[src/rtl/asym_fifo_pkg.sv]
// Shared sizing helpers and mode encoding for the asymmetric FIFO controller.
package asym_fifo_pkg;

   typedef enum logic {
      NARROW_WRITE = 1'b0,
      WIDE_WRITE   = 1'b1
   } mode_e;

   // Pointer width in narrow units, including the wrap bit.
   function automatic int unsigned ptr_width(input int unsigned aw, input int unsigned r);
      return aw + r + 1;
   endfunction

   // Capacity in narrow units.
   function automatic int unsigned capacity(input int unsigned aw, input int unsigned r);
      return 32'd1 << (aw + r);
   endfunction

   // Narrow units per wide word.
   function automatic int unsigned wide_step(input int unsigned r);
      return 32'd1 << r;
   endfunction

endpackage

[src/rtl/asym_fifo_ptr.sv]
// Narrow-unit pointer register with a fixed step, increment enable and sync clear.
module asym_fifo_ptr
   import asym_fifo_pkg::*;
#(
   parameter int unsigned NP   = 5,
   parameter int unsigned STEP = 1
) (
   input  logic          clk,
   input  logic          arst_n,
   input  logic          clr,
   input  logic          inc,
   output logic [NP-1:0] ptr,
   output logic [NP-1:0] ptr_nxt
);

   // Value the pointer takes at the next edge when not cleared.
   always_comb begin
      ptr_nxt = ptr;
      if (inc) ptr_nxt = ptr + NP'(STEP);
   end

   // Pointer register; wraps naturally modulo 2^NP.
   always_ff @(posedge clk or negedge arst_n) begin
      if (!arst_n)  ptr <= '0;
      else if (clr) ptr <= '0;
      else          ptr <= ptr_nxt;
   end

endmodule

[src/rtl/asym_fifo_ctrl.sv]
// Pointer and flag controller for an asymmetric-width FIFO on an external dual-port RAM.
module asym_fifo_ctrl
   import asym_fifo_pkg::*;
#(
   parameter int unsigned ADDR_WIDTH = 4,
   parameter int unsigned RATIO_LOG2 = 1,
   parameter int unsigned WIDE_WR    = 1
) (
   input  logic                           clk,
   input  logic                           arst_n,
   input  logic                           clr,
   input  logic                           wr_en,
   input  logic                           rd_en,
   output logic [ADDR_WIDTH-1:0]          wr_addr,
   output logic [RATIO_LOG2-1:0]          wr_sub,
   output logic [ADDR_WIDTH-1:0]          rd_addr,
   output logic [RATIO_LOG2-1:0]          rd_sub,
   output logic                           full,
   output logic                           empty,
   output logic [ADDR_WIDTH+RATIO_LOG2:0] level,
   output logic                           wr_err,
   output logic                           rd_err
);

   localparam int unsigned NP      = ptr_width(ADDR_WIDTH, RATIO_LOG2);
   localparam int unsigned CAP     = capacity(ADDR_WIDTH, RATIO_LOG2);
   localparam int unsigned WSTEP   = wide_step(RATIO_LOG2);
   localparam mode_e       MODE    = (WIDE_WR != 0) ? WIDE_WRITE : NARROW_WRITE;
   localparam int unsigned WR_STEP = (MODE == WIDE_WRITE) ? WSTEP : 1;
   localparam int unsigned RD_STEP = (MODE == WIDE_WRITE) ? 1 : WSTEP;

   logic          wr_acc, rd_acc;
   logic [NP-1:0] wr_ptr, wr_ptr_nxt, rd_ptr, rd_ptr_nxt, level_nxt;
   logic          full_nxt, empty_nxt;

   assign wr_acc = wr_en && !full;
   assign rd_acc = rd_en && !empty;

   asym_fifo_ptr #(.NP(NP), .STEP(WR_STEP)) u_wr_ptr (
      .clk     (clk),
      .arst_n  (arst_n),
      .clr     (clr),
      .inc     (wr_acc),
      .ptr     (wr_ptr),
      .ptr_nxt (wr_ptr_nxt)
   );

   asym_fifo_ptr #(.NP(NP), .STEP(RD_STEP)) u_rd_ptr (
      .clk     (clk),
      .arst_n  (arst_n),
      .clr     (clr),
      .inc     (rd_acc),
      .ptr     (rd_ptr),
      .ptr_nxt (rd_ptr_nxt)
   );

   assign wr_addr = wr_ptr[NP-2:RATIO_LOG2];
   assign rd_addr = rd_ptr[NP-2:RATIO_LOG2];
   assign wr_sub  = (MODE == WIDE_WRITE)   ? '0 : wr_ptr[RATIO_LOG2-1:0];
   assign rd_sub  = (MODE == NARROW_WRITE) ? '0 : rd_ptr[RATIO_LOG2-1:0];

   // Flags are derived from the post-edge pointers so they are ready the cycle after an operation.
   always_comb begin
      level_nxt = wr_ptr_nxt - rd_ptr_nxt;
      full_nxt  = 1'b0;
      empty_nxt = 1'b1;
      if (MODE == WIDE_WRITE) begin
         full_nxt  = level_nxt > NP'(CAP - WSTEP);
         empty_nxt = level_nxt == '0;
      end else begin
         full_nxt  = level_nxt == NP'(CAP);
         empty_nxt = level_nxt < NP'(WSTEP);
      end
   end

   // Registered level, flags and error pulses; flush wins over any request.
   always_ff @(posedge clk or negedge arst_n) begin
      if (!arst_n) begin
         level  <= '0;
         full   <= 1'b0;
         empty  <= 1'b1;
         wr_err <= 1'b0;
         rd_err <= 1'b0;
      end else if (clr) begin
         level  <= '0;
         full   <= 1'b0;
         empty  <= 1'b1;
         wr_err <= 1'b0;
         rd_err <= 1'b0;
      end else begin
         level  <= level_nxt;
         full   <= full_nxt;
         empty  <= empty_nxt;
         wr_err <= wr_en && full;
         rd_err <= rd_en && empty;
      end
   end

endmodule

[config.mk]
export PLATFORM = sky130hd
export DESIGN_NAME = asym_fifo_ctrl
export DESIGN_NICKNAME = d
export VERILOG_FILES = /design/src/rtl/asym_fifo_pkg.sv /design/src/rtl/asym_fifo_ptr.sv /design/src/rtl/asym_fifo_ctrl.sv
export SDC_FILE = /design/constraint.sdc
export NUM_CORES = 1
export LEC_CHECK = 0
export CAP_MARGIN = 10
export CORE_ASPECT_RATIO = 1.25
export CORE_MARGIN = 10
export CORE_UTILIZATION = 25
export DETAILED_ROUTE_END_ITERATION = 8
export PLACE_DENSITY = 0.53
export RECOVER_POWER = 25
export SLEW_MARGIN = 5
export SYNTH_ARGS = -nofsm -noshare
export SYNTH_HDL_FRONTEND = slang
export SYNTH_SLANG_ARGS = --single-unit
[constraint.sdc]
create_clock -name clk -period 2.62 [get_ports clk]
set_input_delay 0.655 -clock clk [delete_from_list [all_inputs] [get_ports clk]]
set_output_delay 0.655 -clock clk [all_outputs]
set_load 0.03 [all_outputs]
* Yosys cells after proc, flatten, opt, wreduce, memory -nomap -nowiden
Cells that the tools add are included.
** Storage, ports and cells
- Register bits :: 22
- Input port bits :: 5
- Logic and storage cells :: 27
** Cells by class
- Add/subtract/negate cells :: 3
- Order comparisons :: 1
- Muxes and demuxes :: 9
- Reduce and logical (&&, ||, !) cells :: 7
** Operators by type and width (count)
- $mux 6 :: 5
- $add 6x1->6 const B :: 1
- $add 6x2->6 const B :: 1
- $gt 6x5->1 const B :: 1
- $logic_not 6->1 :: 1
- $sub 6x6->6 :: 1
- $logic_and 1x1->1 :: 4
- $mux 1 :: 4
- $logic_not 1->1 :: 2

* Logic depth before layout (Yosys ltp)
Gate-level depths: netlist of the first run.
- Depth in word-level cells :: 6
- Gate-level depth with buffers :: 9

* Hierarchy
From an unflattened synthesis of the first run, not the netlist that was laid out.
** Unflattened totals
- Cells, all modules :: 111
- Area, all modules :: 1163.6 um2
** By module, submodules not included
- asym_fifo_ctrl :: instances 1, cells an instance 57, area an instance 568.0 um2, seq. area each 251.5 um2
- asym_fifo_ptr at u_rd_ptr :: instances 1, cells an instance 27, area an instance 307.8 um2, seq. area each 150.1 um2
- asym_fifo_ptr at u_wr_ptr :: instances 1, cells an instance 27, area an instance 287.8 um2, seq. area each 125.1 um2

* Worst setup path before layout of the first run
Ideal clock, no wire load.
- Path kind :: flip-flop to flip-flop
- Start :: register empty
- End :: register full
- Library setup time :: 101 ps
- Data arrival time :: 2320 ps
- Data required time :: 2519 ps
- Setup slack :: 199 ps
- Cell stages (with the launch flop) :: 7
- Buffers on the path :: 0
- Clock period less this slack :: 2421 ps
- Cell sequence :: dfstp_2 and2b_4 mux2i_1 fa_1 nor2b_1 or3b_2 o32ai_1
** Between the ends
- Cells in the longest elaborated chain, start to end :: 6
** RTL lines
- start, declared :: line asym_fifo_ctrl.sv:19 : output logic empty,
- start signal, assigned :: line asym_fifo_ctrl.sv:93 : empty <= empty_nxt;
- $logic_not 1->1 :: line asym_fifo_ctrl.sv:37 : assign rd_acc = rd_en && !empty;
- $logic_and 1x1->1 :: line asym_fifo_ctrl.sv:37
- $mux 6 :: line asym_fifo_ptr.sv:19 : if (inc) ptr_nxt = ptr + NP'(STEP);
- $sub 6x6->6 :: line asym_fifo_ctrl.sv:64 : level_nxt = wr_ptr_nxt - rd_ptr_nxt;
- $gt 6x5->1 :: line asym_fifo_ctrl.sv:68 : full_nxt = level_nxt > NP'(CAP - WSTEP);
- $mux 1 :: line asym_fifo_ctrl.sv:84 : end else if (clr) begin
- end signal, assigned :: line asym_fifo_ctrl.sv:92 : full <= full_nxt;
- end, declared :: line asym_fifo_ctrl.sv:18 : output logic full,
Every way passes these cells.

* Final worst setup path of the first run
Ends and elaborated chain as after synthesis.

==> summary.json, run 1 <==
{
  "crit_path_max_fanout": {"value": 5},
  "diodes": {"value": 0},
  "worstSkewPairLatency": {"value": 0.25, "unit": "ns"},
  "r2r_end": {"value": "full$_DFF_PN0_"},
  "worst_max_slew_pin_slew": {"value": 0.837, "unit": "ns"},
  "placement_rows": {"value": 27},
  "synthesis.nets": {"value": 119},
  "ioPinCount": {"value": 25},
  "clk_root_buffer_cell": {"value": "clkbuf_8"},
  "r2r_setup_slack": {"value": 0.29, "unit": "ns"},
  "routed-via-count": {"value": 823},
  "drt_iter0_drc": {"value": 23},
  "timing.max_slew.rel_slack": {"value": 44.2, "unit": "%"},
  "syn_to_final_growth": {"value": 42.4, "unit": "%"},
  "die_height": {"value": 96.6, "unit": "um"},
  "timing.critical_path.from": {"value": "empty$_DFF_PN1_"},
  "grt_setup_unrepaired": {"value": "no"},
  "firstDrtPassIters": {"value": 2},
  "crit-reg2reg-launch": {"value": "empty$_DFF_PN1_"},
  "start_util": {"value": 26.3, "unit": "%"},
  "grt_pass1_wl": {"value": 4350, "unit": "um"},
  "layout_min_cycle_time": {"value": 2.33, "unit": "ns"},
  "io_buffer_count": {"value": 23},
  "first_global_vias": {"value": 902},
  "place_congestion": {"value": 0.710},
  "die-area": {"value": 7850, "unit": "um2"},
  "maxSlewViolCount": {"value": 0},
  "synth.yosys.warnings": {"value": 0},
  "core_area": {"value": 4460, "unit": "um2"},
  "grt_start_max_net_pins": {"value": 21},
  "power_leakage": {"value": 0.769, "unit": "nW"},
  "placed_cells": {"value": 190},
  "post-route-drc-count": {"value": 0},
  "finClkSkew": {"value": 0.00168, "unit": "ns"},
  "timing.final.setup_violations": {"value": 0},
  "wire_per_inst": {"value": 13.2, "unit": "um"},
  "routed_wl": {"value": 2590, "unit": "um"},
  "min_delay_startpoint": {"value": "empty$_DFF_PN1_"},
  "cp.arrival": {"value": 2.49, "unit": "ns"},
  "die_x": {"value": 81.3, "unit": "um"},
  "critPathLaunchType": {"value": "flip-flop"},
  "final_nets": {"value": 153},
  "fmax": {"value": 430, "unit": "MHz"},
  "clk_transition_reported_paths": {"value": 0.08, "unit": "ns"},
  "max-clock-path-buffers": {"value": 2},
  "clock_tree.htree_level_count": {"value": 1},
  "detailed_place_hpwl": {"value": 2100, "unit": "um"},
  "average_vias_per_placed_instance": {"value": 4.20},
  "hold_buffers": {"value": 0},
  "final_hold_viol_count": {"value": 0},
  "synth_top_cell_by_area": {"value": "dfrtp_1"},
  "syn_avg_cell_area": {"value": 11.2, "unit": "um2"},
  "power_density": {"value": 854, "unit": "nW/um2"},
  "grt_usage": {"value": 6.96, "unit": "%"},
  "grt_overflow": {"value": 0},
  "vdd_drop_max": {"value": 0.000259, "unit": "V"},
  "max_cap_violations": {"value": 0},
  "antenna_viol_nets_final": {"value": 0},
  "fin_crit_sh": {"value": 88.8, "unit": "%"},
  "finalSetupTns": {"value": 0, "unit": "ns"},
  "synth_cells": {"value": 105},
  "reg2regPathDepth": {"value": 6},
  "synth_cell_type_count": {"value": 30},
  "post_layout_nonfiller_instances": {"value": 196},
  "ys_seq_area_share": {"value": 44.9, "unit": "%"},
  "layout-drive-gt1-share": {"value": 29.7, "unit": "%"},
  "critical_path_required_time": {"value": 2.78, "unit": "ns"},
  "ys_seq_elements": {"value": 21},
  "netlist_top_cells_area": {"value": "dfrtp_1, ha_1, buf_4"},
  "min_delay_worst_endpoint": {"value": "rd_err$_DFF_PN0_"},
  "hold-path-cell-count": {"value": 2},
  "tritoncts_clock_tree": {"value": "yes"},
  "cts_buffers": {"value": 3},
  "antenna_found_initial": {"value": 0},
  "worst_min_path_class": {"value": "flip-flop to flip-flop"},
  "timing.setup.critical_path_class": {"value": "flip-flop to flip-flop"},
  "syn_area": {"value": 1170, "unit": "um2"},
  "yosysTopAreaCellShare": {"value": 42.6, "unit": "%"},
  "outcome": {"value": "completed"},
  "end_kind": {"value": "flip-flop"},
  "clock-sinks": {"value": 21}
}
==> cell usage in the layout (no fill, tap or decap), types with 2 or more instances in the layout <==
| cell type | netlist | final |
|---|---|---|
| and3_1 | 2 | 2 |
| buf_4 | 9 | 15 |
| clkbuf_8 | 0 | 3 |
| clkdlybuf4s50_1 | 0 | 19 |
| dfrtp_1 | 20 | 20 |
| dlygate4sd3_1 | 0 | 2 |
| dlymetal6s2s_1 | 0 | 2 |
| ha_1 | 8 | 6 |
| ha_4 | 0 | 2 |
| inv_1 | 2 | 2 |
| nand2_1 | 5 | 5 |
| nand4_1 | 5 | 5 |
| nor2_1 | 15 | 15 |
| nor2b_1 | 4 | 3 |
| xnor2_1 | 6 | 3 |
| xnor2_2 | 1 | 4 |
| xor2_1 | 7 | 5 |
| xor2_2 | 1 | 3 |
==> worst max-delay path, stage by stage (launching register included) <==
cell     delay, ns
dfstp_2       0.55
and2b_4       0.22
mux2i_4       0.21
fa_1          0.53
nor2b_2       0.13
or3b_4        0.38
o32ai_2       0.20
==> registers in the layout (all words and copies together), names as in the netlist <==
register / flops
u_wr_ptr.ptr: 5
full: 1
rd_err: 1
u_rd_ptr.ptr: 6
empty: 1
level: 6
wr_err: 1
==> routing by layer <==
metal	part of all wire [%]	global-route usage [%]	vias to the layer above	routed length, um
met5	0	0	-	0
met3	6.0	1.76	2	154
li1	-	-	402	-
met4	1.4	2.79	0	36
met2	56	13.2	14	1450
met1	37	6.64	405	947
==> stage by stage <==
step | util (%) | worst slack [ns] | power (W) | hold slack (ns) | area, um2
6_report | 37.5 | 0.294 | 0.00143 | 0.496 | 1670
5_1_grt | 37.5 | 0.209 | 0.00153 | 0.520 | 1670
4_1_cts | 36.3 | -0.0216 | 0.00143 | 0.498 | 1620
3_5_place_dp | 34.0 | -0.384 | 0.00114 | 0.485 | 1510
3_3_place_gp | 34.0 | -0.333 | 0.00113 | 0.485 | 1510
2_1_floorplan | - | 0.199 | 0.000870 | 0.359 | 1170
==> cell type report <==
type / instances / area, um2
tap: 58 / 72.6
multi-input combinational: 71 / 656
fill: 454 / 2790
timing repair buffer: 40 / 363
clock buffer: 3 / 41.3
sequential: 21 / 527
clock inverter: 1 / 5.00
inverter: 2 / 7.51
==> synthesized netlist by cell type (all sizes together) <==
cell and count:
a21oi 2, a31o 1, and2b 1, and3 2
buf 9, clkbuf 2, conb 1, dfrtp 20
dfstp 1, fa 1, ha 8, inv 2
mux2i 2, nand2 5, nand2b 1, nand3b 1
nand4 5, nor2 15, nor2b 5, o21ai 3
o31ai 1, o32ai 1, or3b 1, xnor2 7
xor2 8
==> worst max-delay path by stage <==
stage / endpoint / slack [ns] / cells after the start
floorplan: full$_DFF_PN0_ / 0.20 / 6
global placement: empty$_DFF_PN1_ / -0.33 / 10
detailed placement: full$_DFF_PN0_ / -0.38 / 8
CTS: full$_DFF_PN0_ / -0.02 / 8
global route: full$_DFF_PN0_ / 0.21 / 11
finish: full$_DFF_PN0_ / 0.29 / 6
==> timing repair <==
action,4_1_cts,5_1_grt
setup buffers,1,1
resized for setup,8,9
pin swaps,4,3
setup endpoints to repair,3,4
==> kinds of logic (layout without fill, tap and decap cells) <==
kind of cell	Yosys count	after routing	synth area share (%)
AOI/OAI and AO/OA	8	8	5.76
xor gates and xnor gates	15	15	12.5
adders and majority gates	9	9	10.2
buffers and inverters	13	46	7.04
DFF	21	21	44.9
muxes	2	2	2.03
other	1	1	0.320
and+or+nand+nor	36	36	17.3
==> power breakdown <==
| part | internal, W | switching [W] |
|---|---|---|
| Sequential | 0.000388 | 0.0000390 |
| Combinational | 0.000384 | 0.000405 |
| Clock | 0.000106 | 0.000106 |
| Total | 0.000878 | 0.000550 |
Note: power is estimated with default switching activity, not from simulation.
==> run 2: changes to the inputs <==
--- a/config.mk
+++ b/config.mk
@@ -10,8 +10,8 @@
 export CORE_MARGIN = 10
 export CORE_UTILIZATION = 25
 export DETAILED_ROUTE_END_ITERATION = 8
-export PLACE_DENSITY = 0.53
 export RECOVER_POWER = 25
+export SKIP_CTS_REPAIR_TIMING = 1
 export SLEW_MARGIN = 5
 export SYNTH_ARGS = -nofsm -noshare
 export SYNTH_HDL_FRONTEND = slang
==> run 2 against run 1 <==
Compared with the run above:
- worst setup slack worse by 0.0031 ns
- critical endpoint unchanged
- core utilization up 0.17 points
- worst hold slack better by 0.026 ns
- register-to-register slack about the same
- final area up 0.45%
- global-route usage down 0.32 points
- total power up 2.2%
- sequential power up 2%
- clock power down 3%
- flip-flop and latch count unchanged
- first-iteration DRC count up 35%
==> summary.json, run 2 (synthesis results as in run 1) <==
{
  "outcome": {"value": "completed", "change": "unchanged"},
  "die_x": {"value": 81.3, "unit": "um", "change": "unchanged"},
  "clk_root_buffer_cell": {"value": "clkbuf_8", "change": "unchanged"},
  "power_density": {"value": 868, "unit": "nW/um2", "change": "was 854 nW/um2"},
  "firstDrtPassIters": {"value": 3, "change": "was 2"},
  "antenna_viol_nets_final": {"value": 0, "change": "unchanged"},
  "worstSkewPairLatency": {"value": 0.25, "unit": "ns", "change": "about the same"},
  "power_switching": {"value": 0.000559, "unit": "W", "change": "was 0.000550 W"},
  "ioPinCount": {"value": 25, "change": "unchanged"},
  "start_util": {"value": 26.3, "unit": "%", "change": "unchanged"},
  "r2r_setup_slack": {"value": 0.29, "unit": "ns", "change": "about the same"},
  "place_congestion": {"value": 0.786, "change": "was 0.710"},
  "grt_usage": {"value": 6.64, "unit": "%", "change": "was 6.96%"},
  "worst_max_slew_pin_slew": {"value": 1.12, "unit": "ns", "change": "was 0.837 ns"},
  "finalSetupTns": {"value": 0, "unit": "ns", "change": "unchanged"},
  "fin_crit_sh": {"value": 88.9, "unit": "%", "change": "was 88.8%"},
  "largest_registers": {"value": "level x6, u_rd_ptr.ptr x6, u_wr_ptr.ptr x5", "change": "unchanged"},
  "placedInstanceArea": {"value": 1510, "unit": "um2", "change": "about the same"},
  "clock-sinks": {"value": 21, "change": "unchanged"},
  "clock_tree.htree_level_count": {"value": 1, "change": "unchanged"},
  "final_core_utilization": {"value": 37.7, "unit": "%", "change": "was 37.5%"},
  "critical_path_required_time": {"value": 2.78, "unit": "ns", "change": "about the same"},
  "die-area": {"value": 7850, "unit": "um2", "change": "unchanged"},
  "post_layout_nonfiller_instances": {"value": 194, "change": "was 196"},
  "antenna_found_initial": {"value": 0, "change": "unchanged"},
  "critPathLaunchType": {"value": "flip-flop", "change": "unchanged"},
  "syn_to_final_growth": {"value": 43.1, "unit": "%", "change": "was 42.4%"},
  "highest_cell_delay_on_the_worst_timing_path": {"value": 0.55, "unit": "ns", "change": "about the same"},
  "postLayoutCellArea": {"value": 1680, "unit": "um2", "change": "was 1670 um2"},
  "grt_pass1_wl": {"value": 4180, "unit": "um", "change": "was 4350 um"},
  "die_height": {"value": 96.6, "unit": "um", "change": "unchanged"},
  "worst_min_path_class": {"value": "flip-flop to flip-flop", "change": "unchanged"},
  "detailedPlace.worstSlack": {"value": -0.355, "unit": "ns", "change": "was -0.384 ns"},
  "placed_cells": {"value": 189, "change": "was 190"},
  "power_switching_share": {"value": 38.3, "unit": "%", "change": "was 38.5%"},
  "tritoncts_clock_tree": {"value": "yes", "change": "unchanged"},
  "drt_iter0_drc": {"value": 31, "change": "was 23"},
  "grt_overflow": {"value": 0, "change": "unchanged"},
  "final_nets": {"value": 151, "change": "was 153"},
  "maxSlewViolCount": {"value": 0, "change": "unchanged"},
  "core_area": {"value": 4460, "unit": "um2", "change": "unchanged"},
  "grt_setup_unrepaired": {"value": "no", "change": "unchanged"},
  "cp_cell_sequence": {"value": "and2b_4 > mux2i_4 > fa_1 > nor2b_4 > or3b_4 > o32ai_2", "change": "was and2b_4 > mux2i_4 > fa_1 > nor2b_2 > or3b_4 > o32ai_2"},
  "io_buffer_count": {"value": 23, "change": "unchanged"},
  "pwr-share-comb": {"value": 56.1, "unit": "%", "change": "was 55.3%"},
  "clk_transition_reported_paths": {"value": 0.07, "unit": "ns", "change": "was 0.08 ns"},
  "clock_power_share": {"value": 14.1, "unit": "%", "change": "was 14.8%"},
  "fmax": {"value": 429, "unit": "MHz", "change": "was 430 MHz"},
  "layout-drive-gt1-share": {"value": 28.7, "unit": "%", "change": "was 29.7%"},
  "worst_path_max_delay_cell": {"value": "dfstp_2", "change": "unchanged"},
  "setup_slack": {"value": 0.290, "unit": "ns", "change": "was 0.294 ns"},
  "cts_buffers": {"value": 3, "change": "unchanged"},
  "layout_min_cycle_time": {"value": 2.33, "unit": "ns", "change": "about the same"},
  "timing.setup.critical_path_class": {"value": "flip-flop to flip-flop", "change": "unchanged"},
  "internal-power": {"value": 0.000899, "unit": "W", "change": "was 0.000878 W"},
  "post-route-drc-count": {"value": 0, "change": "unchanged"},
  "cp.arrival": {"value": 2.49, "unit": "ns", "change": "about the same"},
  "crit_path_max_fanout": {"value": 4, "change": "was 5"},
  "final_hold_viol_count": {"value": 0, "change": "unchanged"},
  "placement_rows": {"value": 27, "change": "unchanged"},
  "first_global_vias": {"value": 879, "change": "was 902"},
  "wire_per_inst": {"value": 13.1, "unit": "um", "change": "was 13.2 um"},
  "most-common-layout-cells": {"value": "dfrtp_1, clkdlybuf4s50_1, nor2_1, buf_4, ha_1", "change": "unchanged"},
  "routed-via-count": {"value": 819, "change": "was 823"},
  "max-clock-path-buffers": {"value": 2, "change": "unchanged"},
  "max_cap_violations": {"value": 0, "change": "unchanged"},
  "grt_start_max_net_pins": {"value": 22, "change": "was 21"},
  "diodes": {"value": 0, "change": "unchanged"},
  "routed_wl": {"value": 2550, "unit": "um", "change": "was 2590 um"},
  "finClkSkew": {"value": 0.00157, "unit": "ns", "change": "was 0.00168 ns"},
  "seq_power_share": {"value": 29.8, "unit": "%", "change": "was 29.9%"},
  "power_leakage": {"value": 0.776, "unit": "nW", "change": "was 0.769 nW"},
  "timing.max_slew.rel_slack": {"value": 25.6, "unit": "%", "change": "was 44.2%"},
  "average_vias_per_placed_instance": {"value": 4.22, "change": "was 4.20"},
  "detailed_place_hpwl": {"value": 1960, "unit": "um", "change": "was 2100 um"},
  "timing.final.setup_violations": {"value": 0, "change": "unchanged"},
  "vdd_drop_max": {"value": 0.000450, "unit": "V", "change": "was 0.000259 V"},
  "end_kind": {"value": "flip-flop", "change": "unchanged"}
}
[run 2: per-stage QoR]
step / power (W) / hold slack (ns)
after floorplan: 0.000870 / 0.359
final: 0.00146 / 0.521
after detailed placement: 0.00114 / 0.513
after global routing: 0.00156 / 0.545
after global placement: 0.00113 / 0.502
after CTS: 0.00135 / 0.523
[run 2: final timing paths]
| kind | start | endpoint | cells after the start |
|---|---|---|---|
| max | empty$_DFF_PN1_ | full$_DFF_PN0_ | 6 |
| min | empty$_DFF_PN1_ | rd_err$_DFF_PN0_ | 2 |
| max reg2reg | empty$_DFF_PN1_ | full$_DFF_PN0_ | 6 |
| min reg2reg | empty$_DFF_PN1_ | rd_err$_DFF_PN0_ | 2 |
| max in group asynchronous | arst_n | u_wr_ptr.ptr[3]$_DFF_PN0_ | 2 |
| min in group asynchronous | arst_n | u_rd_ptr.ptr[1]$_DFF_PN0_ | 2 |
[run 2: metal layers]
layer	track usage (%)	vias up	part of all wire, %
met3	1.66	2	6.6
li1	-	395	-
met1	7.01	407	37
met4	3.59	0	1.8
met2	11.5	15	55
met5	0	-	0
[run 2: cell type report]
type / count / area, um2
clock buffer: 4 / 45.0
fill: 444 / 2780
inverter: 2 / 7.51
multi-input combinational: 71 / 679
sequential: 21 / 527
tap: 58 / 72.6
timing repair buffer: 38 / 348
[run 2: worst max-delay path, delay by kind of cell (launching register included)]
kind,cells,cell delay [ns]
AND/OR/NAND/NOR,3,0.74
adder cells (fa/ha/maj),1,0.50
multiplexers,1,0.19
flip-flops,1,0.55
AO/OA/AOI/OAI,1,0.25
[run 2: power by group through the flow]
stage	logic, W	registers, W	clock network, W
final	0.000818	0.000435	0.000205
after CTS	0.000710	0.000432	0.000209
after global routing	0.000892	0.000443	0.000224
after global placement	0.000697	0.000435	0
after floorplan	0.000334	0.000535	0
after detailed placement	0.000703	0.000435	0
==> RTL change 1 (config.mk and constraints of run 2) <==
Set the parameter `ADDR_WIDTH` to 3 (it was 4).
--- a/src/rtl/asym_fifo_ctrl.sv
+++ b/src/rtl/asym_fifo_ctrl.sv
@@ -3,5 +3,5 @@
    import asym_fifo_pkg::*;
 #(
-   parameter int unsigned ADDR_WIDTH = 4,
+   parameter int unsigned ADDR_WIDTH = 3,
    parameter int unsigned RATIO_LOG2 = 1,
    parameter int unsigned WIDE_WR    = 1
Ports: changed (resized level, rd_addr and wr_addr); port bits go from 25 to 22. No check against the original RTL was run, so the function may have changed too.
==> RTL change 1 against run 2 <==
Utilization is 2.9 points lower; register-to-register slack better by 0.09 ns; non-clock buffer count is 6 lower; sequential share of layout area is 3.2 points higher; sequential power is 13% lower; cell count is 22% lower; total power is 15% lower; wire length is 15% lower; clock skew hardly changed; setup slack worse by 0.23 ns; critical endpoint unchanged; largest cell class unchanged; final area is 22% lower; sequential cell count is 3 lower; area after synthesis is 18% lower.
==> RTL change 1: results (changes against run 2) <==
Global routing
  – First-pass GRT wire length: 3350 um (-20%)
  – Initial antenna violation count: 0 (unchanged)
  – Largest net degree at the start of global routing: 19 (-14%)
  – All-layer global routing usage: 6.70% (+0.061 points)
  – Vias in the first global route: 745 (-15%)

Synthesis
  – Ys async rst share: 100% (unchanged)
  – Avg Cell Area, Syn: 11.5 um2 (+2.5%)
  – Post-synthesis cell type count: 30 (unchanged)
  – Yosys warning count: 0 (unchanged)
  – Top post-synthesis cells by area: dfrtp_1, ha_1, buf_4
  – Top cells by count, synth: dfrtp_1, nor2_1, buf_4, ha_1, xnor2_1
  – Synth area leader: dfrtp_1
  – Dominant synthesized flop cell: dfrtp_1
  – Seq/Total Area, Yosys: 46.9% (+2.1 points)
  – Post-Syn Nets: 97 (-18%)

Detailed routing
  – DR WL/cell: 14.3 um (+8.6%)
  – Final Routed Wirelength: 2170 um (-15%)
  – Routed via count: 655 (-20%)
  – Starting DRT DRC Count: 3 (-90%)
  – First-pass DRT Iterations: 4 (+1)

Finish
  – Layout cells sized above 1: 22.3% (-6.4 points)
  – Largest registers: level: 5 flops, u_rd_ptr.ptr: 5 flops, u_wr_ptr.ptr: 4 flops
  – Ant diodes: 0 (unchanged)
  – Nets: 126 (-17%)

Critical path
  – Crit path launch: rd_en
  – Slowest cell delay on critical path: 0.49 ns (-0.06 ns)
  – Crit-path slowest cell: clkdlybuf4s50_1
  – CP max FO: 4 (unchanged)
  – Crit path max-delay family: buffers and inverters
  – R2R setup slack: 0.38 ns (+0.09 ns)
  – RR Startpoint: u_wr_ptr.ptr[1]
  – CP Capture Type: flip-flop
  – R2r worst-path depth: 9 (+3)

Clocking
  – Clock Latency Late Sink: 0.25 ns (about the same)
  – CTS Buf Count: 3 (unchanged)
  – Htree depth: 1 (unchanged)
  – CTS root buf: clkbuf_8
  – Worst-path clk slew: 0.07 ns (about the same)
  – Maximum root-to-sink buffer count: 2 (unchanged)

Hold path
  – Worst hold path class: reg -> reg
  – Hold Path End: wr_err
  – Hold Crit Depth: 1 (-1)
  – HP Start: full

Power
  – P_leak: 0.604 nW (-22%)
  – Peak supply drop: 0.186 mV (-59%)
  – Sequential power: 0.000380 W (-13%)
  – Int Power: 0.000769 W (-15%)
  – Switch share: 38.2% (-0.11 points)
  – P_comb: 0.000665 W (-19%)

Timing
  – Highest Clock Rate: 391 MHz (-8.8%)
  – Worst-Margin Slew: 0.797 ns (-0.319 ns)
  – Hold_ws: 0.574 ns (+0.0529 ns)
  – Clock Skew: 0.00156 ns (-0.00000927 ns)

Placed design
  – Buffers on Ports: 20 (-13%)
  – Placed insts: 148 (-22%)
  – Gp weighted congestion: 0.752 (-4.3%)
  – Place WS: -0.255 ns (+0.100 ns)
  – Final HPWL DP: 1680 um (-15%)
  – Area after DPL: 1250 um2 (-17%)

Outcome
  – Status: finished, final reports clean
-- RTL change 1: changes by cell type after synthesis, moves of 3 or more --
cell and delta:
dfrtp_1 -3, nor2b_1 -3, xor2_1 -3, nor2_1 -5, nand4_1 -3, and2_1 +3, nand2_1 -4
-- RTL change 1: logic make-up after synthesis --
group | synth area share, %
simple gates | 15.9
mux | 2.47
fa+ha+maj | 11.2
compound gates | 3.77
xor+xnor | 12.4
flops | 46.9
buf+inv | 7.02
other cells | 0.390
-- RTL change 1: area by class of cell --
type                    count  area, um2
flip-flops and latches     18        452
fillers                   395       2450
multi-input cells          55        457
inverters                   3       11.3
repair buffers             32        290
well taps                  40       50.0
clock buffers               4       45.0
-- RTL change 1: metal layers --
metal,up-vias,GRT usage (%),wire length (um)
met2,12,13.1,1260
met1,319,5.70,762
met4,0,5.08,59
li1,319,-,-
met3,5,1.22,84
met5,-,0,0
==> RTL change 2 (settings of run 2) <==
Made on the original files. Put one more register stage on the output `wr_err`, cleared by the reset. The value now appears one clock later. The other outputs are not delayed to match.
--- a/src/rtl/asym_fifo_ctrl.sv
+++ b/src/rtl/asym_fifo_ctrl.sv
@@ -29,4 +29,6 @@
    localparam int unsigned WR_STEP = (MODE == WIDE_WRITE) ? WSTEP : 1;
    localparam int unsigned RD_STEP = (MODE == WIDE_WRITE) ? 1 : WSTEP;
+
+   logic wr_err_s0;
 
    logic          wr_acc, rd_acc;
@@ -80,5 +82,5 @@
          full   <= 1'b0;
          empty  <= 1'b1;
-         wr_err <= 1'b0;
+         wr_err_s0 <= 1'b0;
          rd_err <= 1'b0;
       end else if (clr) begin
@@ -86,5 +88,5 @@
          full   <= 1'b0;
          empty  <= 1'b1;
-         wr_err <= 1'b0;
+         wr_err_s0 <= 1'b0;
          rd_err <= 1'b0;
       end else begin
@@ -92,6 +94,14 @@
          full   <= full_nxt;
          empty  <= empty_nxt;
-         wr_err <= wr_en && full;
+         wr_err_s0 <= wr_en && full;
          rd_err <= rd_en && empty;
+      end
+   end
+
+   always_ff @(posedge clk or negedge arst_n) begin
+      if (!arst_n) begin
+         wr_err <= '0;
+      end else begin
+         wr_err <= wr_err_s0;
       end
    end
Function: no difference found for any inputs over 10 cycles, from zero or initial values and one cycle with arst_n low; that may be too few to reach the edited logic, so the function may still have changed.
==> RTL change 2 against run 2 <==
Area after synthesis increased by 2.1%; non-clock buffer count increased by 4; die area increased by 1.6%; largest power group unchanged; final area increased by 4.0%; sequential cell count increased by 1; first-iteration DRC count decreased by 35%; setup slack got worse by 0.052 ns; wire length increased by 3.6%; maximum frequency decreased by 2.2%; total power increased by 6.3%; worst hold slack got worse by 0.16 ns; utilization decreased by 0.45 points.
==> RTL change 2: results (changes against run 2) <==
Detailed routing
  – Vias/cell: 4.19 (-0.77%)
  – First-pass DRT Iterations: 5 (+2)
  – DR WL/cell: 13.1 um (about the same)
  – Starting DRT DRC Count: 20 (-35%)

Placed design
  – Final HPWL DP: 2030 um (+3.2%)
  – Gp weighted congestion: 0.840 (+6.9%)
  – Place WS: -0.360 ns (-0.00531 ns)
  – Area after DPL: 1560 um2 (+3.3%)

Synthesis
  – Post-Syn Nets: 120 (+0.84%)
  – Top post-synthesis cells by area: dfrtp_1, ha_1, buf_4
  – Seq/Total Area, Yosys: 46.0% (+1.2 points)
  – Adder-Cell Fraction of Synth Area: 10.0% (-0.21 points)
  – Post-Synth XOR/XNOR Area: 12.2% (-0.26 points)
  – Compound-cell area share of the yosys netlist: 5.64% (-0.12 points)
  – Synthesized cell area: 1200 um2 (+2.1%)
  – Post-synthesis mux area share: 1.98% (-0.042 points)

Global routing
  – All-layer global routing usage: 6.70% (+0.057 points)
  – Largest net degree at the start of global routing: 23 (+4.5%)
  – Vias in the first global route: 960 (+9.2%)
  – First-pass GRT wire length: 4330 um (+3.5%)

Power
  – Peak supply drop: 0.286 mV (-37%)
  – P_leak: 0.814 nW (+5.0%)

Hold path
  – Worst hold path class: reg -> reg
  – HP Start: wr_err_s0
  – Hold Path End: wr_err
  – Hold Crit Depth: 0 (-2)

Finish
  – Layout cells sized above 1: 31.2% (+2.5 points)
  – Nets: 156 (+3.3%)

Outcome
  – Status: finished, final reports clean

Critical path
  – Worst EP arrival: 2.56 ns (+0.07 ns)
  – R2r worst-path depth: 7 (+1)
  – R2R setup slack: 0.24 ns (-0.05 ns)

Timing
  – Hold_ws: 0.363 ns (-0.158 ns)
  – Worst rel slew slack: 22.1% (-3.5 points)
  – Clock Skew: 0.00175 ns (+0.000182 ns)

Clocking
  – Worst-path clk slew: 0.08 ns
-- RTL change 2: worst max path at each step --
stage | slack, ns | start | cells after the start | end
2_1_floorplan | 0.20 | empty | 6 | full
3_3_place_gp | -0.30 | wr_en | 10 | empty
3_5_place_dp | -0.36 | rd_en | 7 | full
4_1_cts | -0.08 | wr_en | 10 | empty
5_1_grt | 0.17 | empty | 7 | full
6_report | 0.24 | empty | 7 | full
-- RTL change 2: per-stage QoR --
| stage | instances | util [%] |
|---|---|---|
| after floorplan | 106 | - |
| after global placement | 195 | 33.2 |
| after detailed placement | 195 | 33.2 |
| after CTS | 199 | 34.7 |
| after global routing | 201 | 37.2 |
| final | 201 | 37.2 |
-- RTL change 2: layout make-up --
class | instances | area (um2)
clock inverter | 1 | 30.0
timing repair buffer | 42 | 378
tap | 60 | 75.1
inverter | 2 | 7.51
sequential | 22 | 552
clock buffer | 3 | 41.3
multi-input combinational | 71 | 663
fill | 467 | 2950
-- RTL change 2: routing by layer --
layer,vias up,wire length (um),track usage [%]
met5,-,0,0
met4,0,52,2.76
met3,8,280,2.87
met2,26,1300,11.0
met1,404,1010,7.22
li1,404,-,-
-- RTL change 2: power breakdown --
part	total, W	switching [W]	leakage [nW]	internal (W)
logic	0.000790	0.000408	0.483	0.000381
clock network	0.000317	0.000113	0.0357	0.000204
registers	0.000443	0.0000393	0.296	0.000404
total	0.00155	0.000561	0.814	0.000990
-- RTL change 2: worst register-to-register path, cell delays in order (launching register included) --
cell and delay (ns):
dfstp_2 0.56, and2b_4 0.21, buf_4 0.14, xnor2_2 0.14, fa_1 0.51, nor2b_2 0.14
or3b_4 0.38, o32ai_2 0.20
